File: src/rtl/fir_input_deser_l3.sv
// Serial-to-parallel front end for an L=3 polyphase FIR: gathers three samples per block.
// Optional macro FIR_DESER_FLUSH_EN adds a flush input that emits a zero-padded partial block.
module fir_input_deser_l3 #(
  parameter int DATA_W = 24,
  parameter int CNT_W  = 16
) (
  input  logic                     clk,
  input  logic                     reset,
  input  logic signed [DATA_W-1:0] in_data,
  input  logic                     in_valid,
  output logic                     in_ready,
  output logic signed [DATA_W-1:0] out_data1,
  output logic signed [DATA_W-1:0] out_data2,
  output logic signed [DATA_W-1:0] out_data3,
  output logic                     out_valid,
  input  logic                     out_ready,
`ifdef FIR_DESER_FLUSH_EN
  input  logic                     flush,
  output logic                     out_partial,
`endif
  output logic [CNT_W-1:0]         block_count
);

  typedef enum logic [1:0] {FILL0, FILL1, FILL2} fill_t;

  fill_t                     fill, fill_nxt;
  logic signed [DATA_W-1:0]  lane1, lane2, lane1_nxt, lane2_nxt;
  logic signed [DATA_W-1:0]  ld1, ld2, ld3;
  logic                      load, ld_partial, accept, consume;
`ifdef FIR_DESER_FLUSH_EN
  logic                      out_free;
`endif

  // NOTE: every signal driven here gets a default first, so no path can infer a latch.
  always_comb begin
    fill_nxt   = fill;
    lane1_nxt  = lane1;
    lane2_nxt  = lane2;
    load       = 1'b0;
    ld_partial = 1'b0;
    ld1        = lane1;
    ld2        = lane2;
    ld3        = in_data;

    // Only the block-completing sample can be stalled by a full output register.
    in_ready = !((fill == FILL2) && out_valid && !out_ready);
    accept   = in_valid && in_ready;
    consume  = out_valid && out_ready;

    unique case (fill)
      FILL0: if (accept) begin
        lane1_nxt = in_data;
        fill_nxt  = FILL1;
      end
      FILL1: if (accept) begin
        lane2_nxt = in_data;
        fill_nxt  = FILL2;
      end
      FILL2: if (accept) begin
        load      = 1'b1;
        lane1_nxt = '0;
        lane2_nxt = '0;
        fill_nxt  = FILL0;
      end
      default: fill_nxt = FILL0;
    endcase

`ifdef FIR_DESER_FLUSH_EN
    out_free = !out_valid || out_ready;
    // A flush that coincides with the completing sample is just a normal full block.
    if (flush && (fill != FILL0) && out_free && !load) begin
      load       = 1'b1;
      ld_partial = 1'b1;
      ld1        = lane1;
      ld2        = (fill == FILL2) ? lane2 : (accept ? in_data : '0);
      ld3        = '0;
      lane1_nxt  = '0;
      lane2_nxt  = '0;
      fill_nxt   = FILL0;
    end
`endif
  end

  // NOTE: sequential state uses non-blocking assignments only, so every register sees pre-edge values.
  always_ff @(posedge clk) begin
    if (!reset) begin
      // NOTE: the data registers are reset too, because zero lanes after reset are an observable contract.
      fill        <= FILL0;
      lane1       <= '0;
      lane2       <= '0;
      out_data1   <= '0;
      out_data2   <= '0;
      out_data3   <= '0;
      out_valid   <= 1'b0;
      block_count <= '0;
`ifdef FIR_DESER_FLUSH_EN
      out_partial <= 1'b0;
`endif
    end else begin
      fill  <= fill_nxt;
      lane1 <= lane1_nxt;
      lane2 <= lane2_nxt;
      if (load) begin
        out_data1 <= ld1;
        out_data2 <= ld2;
        out_data3 <= ld3;
        out_valid <= 1'b1;
`ifdef FIR_DESER_FLUSH_EN
        out_partial <= ld_partial;
`endif
      end else if (consume) begin
        out_valid <= 1'b0;
      end
      if (consume) block_count <= block_count + CNT_W'(1);
    end
  end

`ifndef FIR_DESER_FLUSH_EN
  logic unused_partial;
  assign unused_partial = ld_partial;
`endif

endmodule
File: config.mk
export PLATFORM = sky130hd
export DESIGN_NAME = fir_input_deser_l3
export DESIGN_NICKNAME = d
export VERILOG_FILES = /design/src/rtl/fir_input_deser_l3.sv
export SDC_FILE = /design/constraint.sdc
export NUM_CORES = 1
export LEC_CHECK = 0
export CAP_MARGIN = 20
export CORE_UTILIZATION = 45
export DETAILED_ROUTE_END_ITERATION = 10
export GPL_TIMING_DRIVEN = 0
export PLACE_DENSITY = 0.72
export SLEW_MARGIN = 40
export SYNTH_ARGS = -nofsm -noshare
export SYNTH_HDL_FRONTEND = slang
export SYNTH_SLANG_ARGS = --single-unit
File: constraint.sdc
create_clock -name clk -period 3.2 [get_ports clk]
set_clock_uncertainty 0.2 [all_clocks]
set_input_delay 0.64 -clock clk [delete_from_list [all_inputs] [get_ports clk]]
set_output_delay 0.64 -clock clk [all_outputs]
set_load 0.01 [all_outputs]
==> flow_metrics.py, run 1 <==
metrics = {
    "synthesis": {
        "ys_ff_latch": 139,
        "synth_common_cells": "nand2_1 (156), dfxtp_1 (139), a21oi_1 (125)",
        "synth-xor-area-share": 0.0185,
        "synth-simple-area-share": 0.247,
        "synth_area_mm2": 0.00522,
        "synth-main-ff-cell": "dfxtp_1",
        "synthArstFlopShare": 0,
        "synth_fp_nets": 665,
        "synth_mux_area_frac": 0.00575,
        "post-synth-top-area-cell": "dfxtp_1",
        "synth_top_area_share": 0.533,
        "synth_cells": 636,
        "synth_compound_area_frac": 0.149,
        "avgSynthCellArea_um2": 8.21,
        "synth_top_family_by_area": "simple AND/OR/NAND/NOR gates",
        "yosys-top-cells-area": "dfxtp_1 (53%), a21oi_1 (12%), nand2_1 (11%)",
        "synthAdderAreaFrac": 0.00240,
        "synth_edf_count": 0,
        "synth.distinct_cells": 33,
        "yosysWarnings": 0,
        "yosysSeqAreaShare": 0.533,
        "yosysMostFrequentCell": "nand2_1",
    },
    "pwr": {
        "power_frac_seq": 0.420,
        "p_sw_frac": 0.223,
        "p_sw_w": 0.000955,
        "leakage_nw": 2.41,
        "ir_drop_uv": 277,
        "power.density_mw_per_mm2": 594,
        "p_comb_frac": 0.069,
        "clockPowerShare": 0.511,
        "power.internal_w": 0.00333,
    },
    "die": {
        "dieWidth_um": 110,
        "dieArea_mm2": 0.0120,
        "rows": 38,
        "fp.dieH_um": 110,
        "start_util": 0.471,
        "coreArea_mm2": 0.0111,
        "ios": 118,
    },
    "grt": {
        "met1_usage": 0.330,
        "met3_usage": 0.0587,
        "track_usage": 0.251,
        "busiest_layer": "met2",
        "grt_overflow_total": 0,
        "grt_first_pass_wirelength_um": 22900,
        "grt_pass1_vias": 4653,
        "use_met2": 0.398,
        "antenna_found_initial": 0,
        "grt_max_degree": 17,
    },
    "sta": {
        "max_freq_ghz": 0.326,
        "slew_violations": 0,
        "min_period_over_period": 0.959,
        "rsz0062_at_grt": "false",
        "fin_setup_tns_ns": 0,
        "finalSetupViolations": 0,
        "hold_viol_final": 0,
        "fin_crit_ns": 3.07,
        "slew_headroom": 0.523,
        "worst_slew_pin_slew_ns": 0.715,
    },
    "critical_path": {
        "cp-end-kind": "primary output",
        "worstSetupStartpointType": "input port",
        "rr_worst_depth": 6,
        "slowest_delay_ns": 0.64,
        "r2r_end": "out_data3[4]",
        "path_delay_family": "buffers and inverters",
        "cp.arrival_ns": 2.23,
        "slowest_stage": "clkdlybuf4s50_1",
        "reg2reg_from": "fill[1]",
        "crit_fanout": 8,
        "path_class": "input port to primary output",
        "critPathBufInv": 2,
        "crit_chain": "clkdlybuf4s50_1 -> and2b_2 -> nand2_1 -> clkdlybuf4s50_1",
        "worstSetupStartpoint": "out_ready",
        "timing.critical_path.mode_cell": "clkdlybuf4s50_1",
        "r2r_setup_slack_ns": 0.89,
        "cp_data_required_time_ns": 2.36,
    },
    "final_layout": {
        "drive_gt1_frac": 0.0612,
        "postLayoutCoreUtil": 0.651,
        "diodes": 0,
        "layout.nets": 800,
        "fill_cells": 967,
        "syn_to_final_growth_pct": 38.3,
    },
    "routing": {
        "drt-initial-drc-count": 407,
        "vias_per_cell": 5.44,
        "drt-wirelength-per-cell_um": 15.8,
        "vias": 5025,
        "dr.pass1.iters": 6,
        "routed_wl_um": 14600,
        "drc_errors": 0,
        "antenna_left": 0,
    },
    "clock_tree": {
        "clk_latency_ns": 0.42,
        "cts_buffers": 17,
        "ctsLongestPathBuffers": 2,
        "htreeDepth": 4,
        "cts_resized": 0,
        "clk_pin_slew_ns": 0.06,
        "cts-hold-fix-buffers": 0,
        "cts_setup_buffers": 0,
        "cts-root-buf": "clkbuf_16",
        "cts_tree": "built",
        "cts_sinks": 139,
    },
    "run_status": {
        "outcome": "finished, final reports clean",
    },
    "flow_run": {
        "max_cap_violations": 0,
    },
    "min_path": {
        "hold_end": "out_data2[7]",
        "hp-class": "flop to flop",
        "min_from": "lane2[7]",
        "hold_depth": 2,
    },
    "placement": {
        "dp_hpwl_um": 10400,
        "gp_congestion": 0.878,
        "portBuffers": 116,
    },
}
## layout by cell type, fill, tap and decap left out, drive strengths merged, types with 2 or more instances in the layout
cell type | Yosys | routed
clkinvlp | 0 | 2
clkdlybuf4s50 | 0 | 116
a21oi | 126 | 126
xor2 | 4 | 4
nand3 | 7 | 7
inv | 5 | 5
or3 | 2 | 2
nand2b | 5 | 5
nor4 | 3 | 3
clkinv | 0 | 3
nor2 | 34 | 34
bufinv | 0 | 5
buf | 14 | 14
nand4 | 28 | 28
xnor2 | 7 | 7
o21ai | 27 | 27
mux2i | 3 | 3
nand2 | 156 | 156
nor4b | 24 | 24
clkbuf | 38 | 60
nor3 | 5 | 5
dfxtp | 139 | 139
nor2b | 2 | 2
## routing by layer
| metal | routed length, um | vias up |
|---|---|---|
| li1 | - | 2443 |
| met1 | 6630 | 2358 |
| met2 | 6720 | 186 |
| met3 | 879 | 38 |
| met4 | 397 | 0 |
| met5 | 0 | - |
## flip-flops by register name (all words and copies together) (netlist names)
name         flops
block_count     16
lane2           24
fill             2
out_valid        1
out_data2       24
lane1           24
out_data3       24
out_data1       24
## final cells by class
class | instances | area (um2) | area share
Sequential cell | 139 | 2780 | 0.386
Timing Repair Buffer | 116 | 1160 | 0.161
Buffer | 52 | 209 | 0.0290
Multi-Input combinational cell | 440 | 2210 | 0.306
Clock buffer | 22 | 474 | 0.0657
Inverter | 5 | 18.8 | 0.00260
Tap cell | 140 | 175 | 0.0243
Clock inverter | 10 | 188 | 0.0260
## logic make-up (layout without fill, tap and decap cells)
kind of cell             Yosys count  count (layout)
flip-flops                       139             139
AO/OA/AOI/OAI                    154             154
multiplexers                       3               3
adder cells (fa/ha/maj)            1               1
AND/OR/NAND/NOR                  271             271
buffers and inverters             57             205
XOR/XNOR                          11              11
## worst register-to-register path, delay by kind of cell, from the launching register on
kind / cells / cell delay [ns]
simple gates: 3 / 0.96
buf+inv: 2 / 0.62
flops: 1 / 0.32
compound gates: 1 / 0.07
## stage by stage
step           total power, W  area [um2]  hold slack, ns  std cells  setup WS, ns
6_report              0.00429        7220           0.241        924         0.130
5_1_grt               0.00439        7220           0.269        924         0.106
4_1_cts               0.00428        7220           0.242        924         0.132
3_5_place_dp          0.00213        6560           0.239        892         0.135
3_3_place_gp          0.00212        6560           0.234        892         0.147
2_1_floorplan         0.00200        5220           0.228        636          1.22
## power groups by stage
stage,sequential (W),combinational (W),clock [W]
6_report,0.00180,0.000296,0.00219
5_1_grt,0.00180,0.000324,0.00226
3_3_place_gp,0.00184,0.000283,0
3_5_place_dp,0.00184,0.000288,0
4_1_cts,0.00180,0.000292,0.00219
2_1_floorplan,0.00183,0.000168,0
## how the worst max path moves through the flow
stage | to | cells after the start | slack, ns
after floorplan | lane1[19] | 7 | 1.22
after global placement | in_ready | 4 | 0.15
after detailed placement | in_ready | 4 | 0.13
after CTS | in_ready | 4 | 0.13
after global routing | in_ready | 4 | 0.11
final | in_ready | 4 | 0.13
Note: power is estimated with default switching activity, not from simulation.
==> run 2: changes to the inputs <==
--- a/config.mk
+++ b/config.mk
@@ -9,7 +9,7 @@
 export CORE_UTILIZATION = 45
 export DETAILED_ROUTE_END_ITERATION = 10
 export GPL_TIMING_DRIVEN = 0
-export PLACE_DENSITY = 0.72
+export PLACE_DENSITY = 0.7
 export SLEW_MARGIN = 40
 export SYNTH_ARGS = -nofsm -noshare
 export SYNTH_HDL_FRONTEND = slang
==> run 2 against run 1 <==
Register-to-register slack is essentially flat; clock-buffer cell count shrank 2; sequential share of layout area grew 0.19 points; clock power shrank 6%; worst hold slack gained 0.010 ns; largest cell class unchanged; largest power group unchanged.
==> flow_metrics.py, run 2 (synthesis results as in run 1) <==
metrics = {
    "pwr": {
        "power.internal_w": 0.00322,
        "p_comb_frac": 0.071,
        "power.density_mw_per_mm2": 579,
        "ir_drop_uv": 280,
        "leakage_nw": 2.38,
        "clockPowerShare": 0.496,
        "p_sw_frac": 0.225,
        "p_sw_w": 0.000937,
        "power_frac_seq": 0.433,
        "power_w": 0.00416,
    },
    "critical_path": {
        "cp_data_required_time_ns": 2.36,
        "worstSetupStartpointType": "input port",
        "r2r_end": "out_data3[4]",
        "r2r_setup_slack_ns": 0.89,
        "cp.arrival_ns": 2.21,
        "cp-end-kind": "primary output",
        "rr_worst_depth": 6,
        "crit_fanout": 8,
        "path_class": "input port to primary output",
        "reg2reg_from": "fill[1]",
    },
    "grt": {
        "antenna_found_initial": 0,
        "grt_overflow_total": 0,
        "grt_first_pass_wirelength_um": 23700,
        "grt_max_degree": 17,
        "grt_pass1_vias": 4822,
        "track_usage": 0.260,
    },
    "clock_tree": {
        "ctsLongestPathBuffers": 2,
        "clk_pin_slew_ns": 0.06,
        "cts_setup_buffers": 0,
        "cts-hold-fix-buffers": 0,
        "htreeDepth": 4,
        "cts_resized": 0,
        "cts-root-buf": "clkbuf_16",
        "cts_sinks": 139,
        "cts_tree": "built",
        "clk_latency_ns": 0.41,
        "cts_buffers": 17,
    },
    "final_layout": {
        "diodes": 0,
        "layout.nets": 800,
        "final_common_cell": "nand2_1",
        "fill_cells": 975,
        "layout_common_cells": "nand2_1 (156), dfxtp_1 (139), a21oi_1 (125)",
        "syn_to_final_growth_pct": 37.6,
        "drive_gt1_frac": 0.0613,
    },
    "routing": {
        "drt-wirelength-per-cell_um": 16.0,
        "vias_per_cell": 5.35,
        "drc_errors": 0,
        "routed_wl_um": 14800,
        "drt-initial-drc-count": 296,
        "dr.pass1.iters": 6,
        "vias": 4938,
        "antenna_left": 0,
    },
    "sta": {
        "max_freq_ghz": 0.327,
        "finalSetupViolations": 0,
        "worst_slew_pin_slew_ns": 0.692,
        "min_period_over_period": 0.955,
        "hold_viol_final": 0,
        "fin_setup_tns_ns": 0,
        "rsz0062_at_grt": "false",
        "slew_headroom": 0.539,
        "fin_crit_ns": 3.05,
        "finalHoldWorstSlack_ns": 0.251,
        "slew_violations": 0,
    },
    "placement": {
        "dp_hpwl_um": 10600,
        "gp_congestion": 0.864,
        "portBuffers": 116,
    },
    "min_path": {
        "hold_depth": 2,
        "hp-class": "flop to flop",
        "hold_end": "out_data2[15]",
        "min_from": "out_data2[15]",
    },
    "die": {
        "fp.dieH_um": 110,
        "rows": 38,
        "dieWidth_um": 110,
        "coreArea_mm2": 0.0111,
        "ios": 118,
        "start_util": 0.471,
        "dieArea_mm2": 0.0120,
    },
    "run_status": {
        "outcome": "finished, final reports clean",
    },
    "flow_run": {
        "max_cap_violations": 0,
    },
}
==> run 2: changes by cell type in the layout (fill, tap and decap cells not counted), sizes merged <==
cell      delta
clkinvlp     +2
bufinv       -1
clkbuf       -2
==> run 2: worst max-delay path, stage by stage <==
cell             delay (ns)
clkdlybuf4s50_1        0.62
and2b_2                0.30
nand2_1                0.11
clkdlybuf4s50_1        0.54
==> run 2: how the worst max path moves through the flow <==
stage / cells after the start / start / end
2_1_floorplan: 7 / in_valid / lane1[19]
3_3_place_gp: 4 / out_ready / in_ready
3_5_place_dp: 4 / out_ready / in_ready
4_1_cts: 4 / out_ready / in_ready
5_1_grt: 4 / out_ready / in_ready
6_report: 4 / out_ready / in_ready
==> run 2: area by class of cell <==
cell class,count,area [um2],area share
plain buffers,52,209,0.0291
clock inverters,11,169,0.0235
repair buffers,116,1160,0.162
clock buffers,20,457,0.0636
inverters,5,18.8,0.00261
multi-input cells,440,2210,0.308
well taps,140,175,0.0244
flip-flops and latches,139,2780,0.388
==> run 2: routing by layer <==
layer	up-vias	track usage	wire length, um
met5	-	0	0
met2	163	0.425	7000
li1	2443	-	-
met1	2309	0.338	6600
met4	0	0.104	276
met3	23	0.0486	918
==> run 2: power by group through the flow <==
stage	Combinational (W)	Sequential (W)	Clock [W]
3_3_place_gp	0.000283	0.00184	0
3_5_place_dp	0.000289	0.00184	0
2_1_floorplan	0.000168	0.00183	0
5_1_grt	0.000326	0.00181	0.00215
4_1_cts	0.000293	0.00180	0.00208
6_report	0.000296	0.00180	0.00206
==> run 2: through the flow <==
step	cell area, um2	util	setup slack (ns)	cells
floorplan	5220	-	1.22	636
global placement	6560	0.592	0.151	892
detailed placement	6560	0.592	0.150	892
CTS	7180	0.648	0.147	923
global route	7180	0.648	0.0583	923
finish	7180	0.648	0.145	923
==> run 3: changes to the inputs <==
--- a/config.mk
+++ b/config.mk
@@ -10,6 +10,8 @@
 export DETAILED_ROUTE_END_ITERATION = 10
 export GPL_TIMING_DRIVEN = 0
 export PLACE_DENSITY = 0.7
+export RECOVER_POWER = 25
+export SKIP_LAST_GASP = 1
 export SLEW_MARGIN = 40
 export SYNTH_ARGS = -nofsm -noshare
 export SYNTH_HDL_FRONTEND = slang
==> run 3 against run 2 <==
Die area unchanged; clock-buffer cell count did not move; critical path type unchanged; final cell count did not move; via count about the same; maximum frequency barely moved; clock power hardly changed.
==> flow_metrics.py, run 3 (synthesis results as in run 1) <==
metrics = {
    "flow_run": {
        "max_cap_violations": 0,
    },
    "routing": {
        "drc_errors": 0,
        "dr.pass1.iters": 5,
        "routed_wl_um": 14800,
        "drt-wirelength-per-cell_um": 16.0,
        "vias_per_cell": 5.35,
        "drt-initial-drc-count": 305,
        "antenna_left": 0,
        "vias": 4942,
    },
    "critical_path": {
        "path_class": "input port to primary output",
        "worstSetupStartpointType": "input port",
        "crit_fanout": 8,
        "cp.arrival_ns": 2.21,
        "worstSetupStartpoint": "out_ready",
        "cp_data_required_time_ns": 2.36,
        "r2r_setup_slack_ns": 0.92,
        "rr_worst_depth": 6,
        "cp-end-kind": "primary output",
        "critPathCapture": "in_ready",
        "reg2reg_from": "fill[1]",
        "r2r_end": "out_data3[4]",
    },
    "die": {
        "fp.dieH_um": 110,
        "dieWidth_um": 110,
        "rows": 38,
        "dieArea_mm2": 0.0120,
        "coreArea_mm2": 0.0111,
        "ios": 118,
        "start_util": 0.471,
    },
    "sta": {
        "slew_headroom": 0.539,
        "hold_viol_final": 0,
        "fin_setup_tns_ns": 0,
        "worst_slew_pin_slew_ns": 0.691,
        "finalSetupViolations": 0,
        "fin_crit_ns": 3.05,
        "finalHoldWorstSlack_ns": 0.249,
        "max_freq_ghz": 0.328,
        "min_period_over_period": 0.954,
        "slew_violations": 0,
        "rsz0062_at_grt": "false",
    },
    "clock_tree": {
        "cts_tree": "built",
        "clk_latency_ns": 0.41,
        "clk_pin_slew_ns": 0.06,
        "cts-root-buf": "clkbuf_16",
        "cts_resized": 0,
        "cts_sinks": 139,
        "cts_setup_buffers": 0,
        "ctsLongestPathBuffers": 2,
        "cts_buffers": 17,
        "cts-hold-fix-buffers": 0,
        "htreeDepth": 4,
    },
    "pwr": {
        "power_w": 0.00415,
        "power.density_mw_per_mm2": 579,
        "leakage_nw": 2.56,
        "ir_drop_uv": 280,
    },
    "final_layout": {
        "postLayoutCoreUtil": 0.648,
        "drive_gt1_frac": 0.0575,
        "instances_no_fill": 923,
        "layout_common_cells": "nand2_1 (156), dfxtp_1 (139), a21oi_1 (126)",
        "syn_to_final_growth_pct": 37.5,
        "diodes": 0,
        "layout.nets": 800,
        "final_common_cell": "nand2_1",
        "fill_cells": 975,
    },
    "min_path": {
        "hp-class": "flop to flop",
    },
    "grt": {
        "grt_max_degree": 17,
        "track_usage": 0.260,
        "grt_pass1_vias": 4822,
        "antenna_found_initial": 0,
        "grt_first_pass_wirelength_um": 23700,
        "grt_overflow_total": 0,
    },
    "placement": {
        "gp_congestion": 0.864,
        "portBuffers": 116,
        "dp.cells": 892,
        "dp_hpwl_um": 10600,
    },
    "run_status": {
        "outcome": "finished, final reports clean",
    },
}
run 3: cell types whose count changed in the layout (fill, tap and decap cells not counted):
cell             change
inv_2                -1
inv_1                +1
and2b_2              -1
and2b_1              +1
dlygate4sd3_1       +49
a21oi_1              +1
a21oi_2              -1
clkdlybuf4s50_1     -49
run 3: per-layer routing:
layer,track usage,share of wire,vias to the layer above,routed length (um)
met5,0,0,-,0
met4,0.104,0.019,0,275
met3,0.0486,0.064,22,951
met1,0.338,0.44,2283,6550
met2,0.425,0.47,191,7020
li1,-,-,2446,-
run 3: how the worst min path moves through the flow:
stage,slack (ns),from,cells past startpoint,to
finish,0.25,out_data2[15],2,out_data2[15]
global placement,0.23,lane2[22],2,out_data2[22]
CTS,0.25,lane2[4],2,out_data2[4]
global route,0.27,out_data2[12],2,out_data2[12]
floorplan,0.23,lane2[0],2,out_data2[0]
detailed placement,0.25,out_data2[15],2,out_data2[15]
run 3: layout make-up:
| class | count | area [um2] | share of cell area |
|---|---|---|---|
| sequential | 139 | 2780 | 0.388 |
| multi-input combinational | 440 | 2200 | 0.307 |
| tap | 140 | 175 | 0.0244 |
| timing repair buffer | 116 | 1160 | 0.162 |
| clock buffer | 20 | 457 | 0.0636 |
| clock inverter | 11 | 169 | 0.0235 |
| inverter | 5 | 18.8 | 0.00262 |
| buffer | 52 | 209 | 0.0291 |
run 3: worst max-delay path, cell delays in order:
cell and delay, ns:
clkdlybuf4s50_1 0.62, and2b_1 0.28, nand2_1 0.13, clkdlybuf4s50_1 0.54
run 3: where the power goes:
part	total, W	leakage [nW]	switching [W]	internal [W]
Clock	0.00206	0.294	0.000721	0.00134
Sequential	0.00180	1.13	0.0000246	0.00178
Combinational	0.000293	1.14	0.000188	0.000105
run 3: through the flow:
step	cell area (um2)	setup WS, ns
global placement	6560	0.151
floorplan	5220	1.22
detailed placement	6560	0.150
finish	7180	0.147
global route	7180	0.0514
CTS	7180	0.147
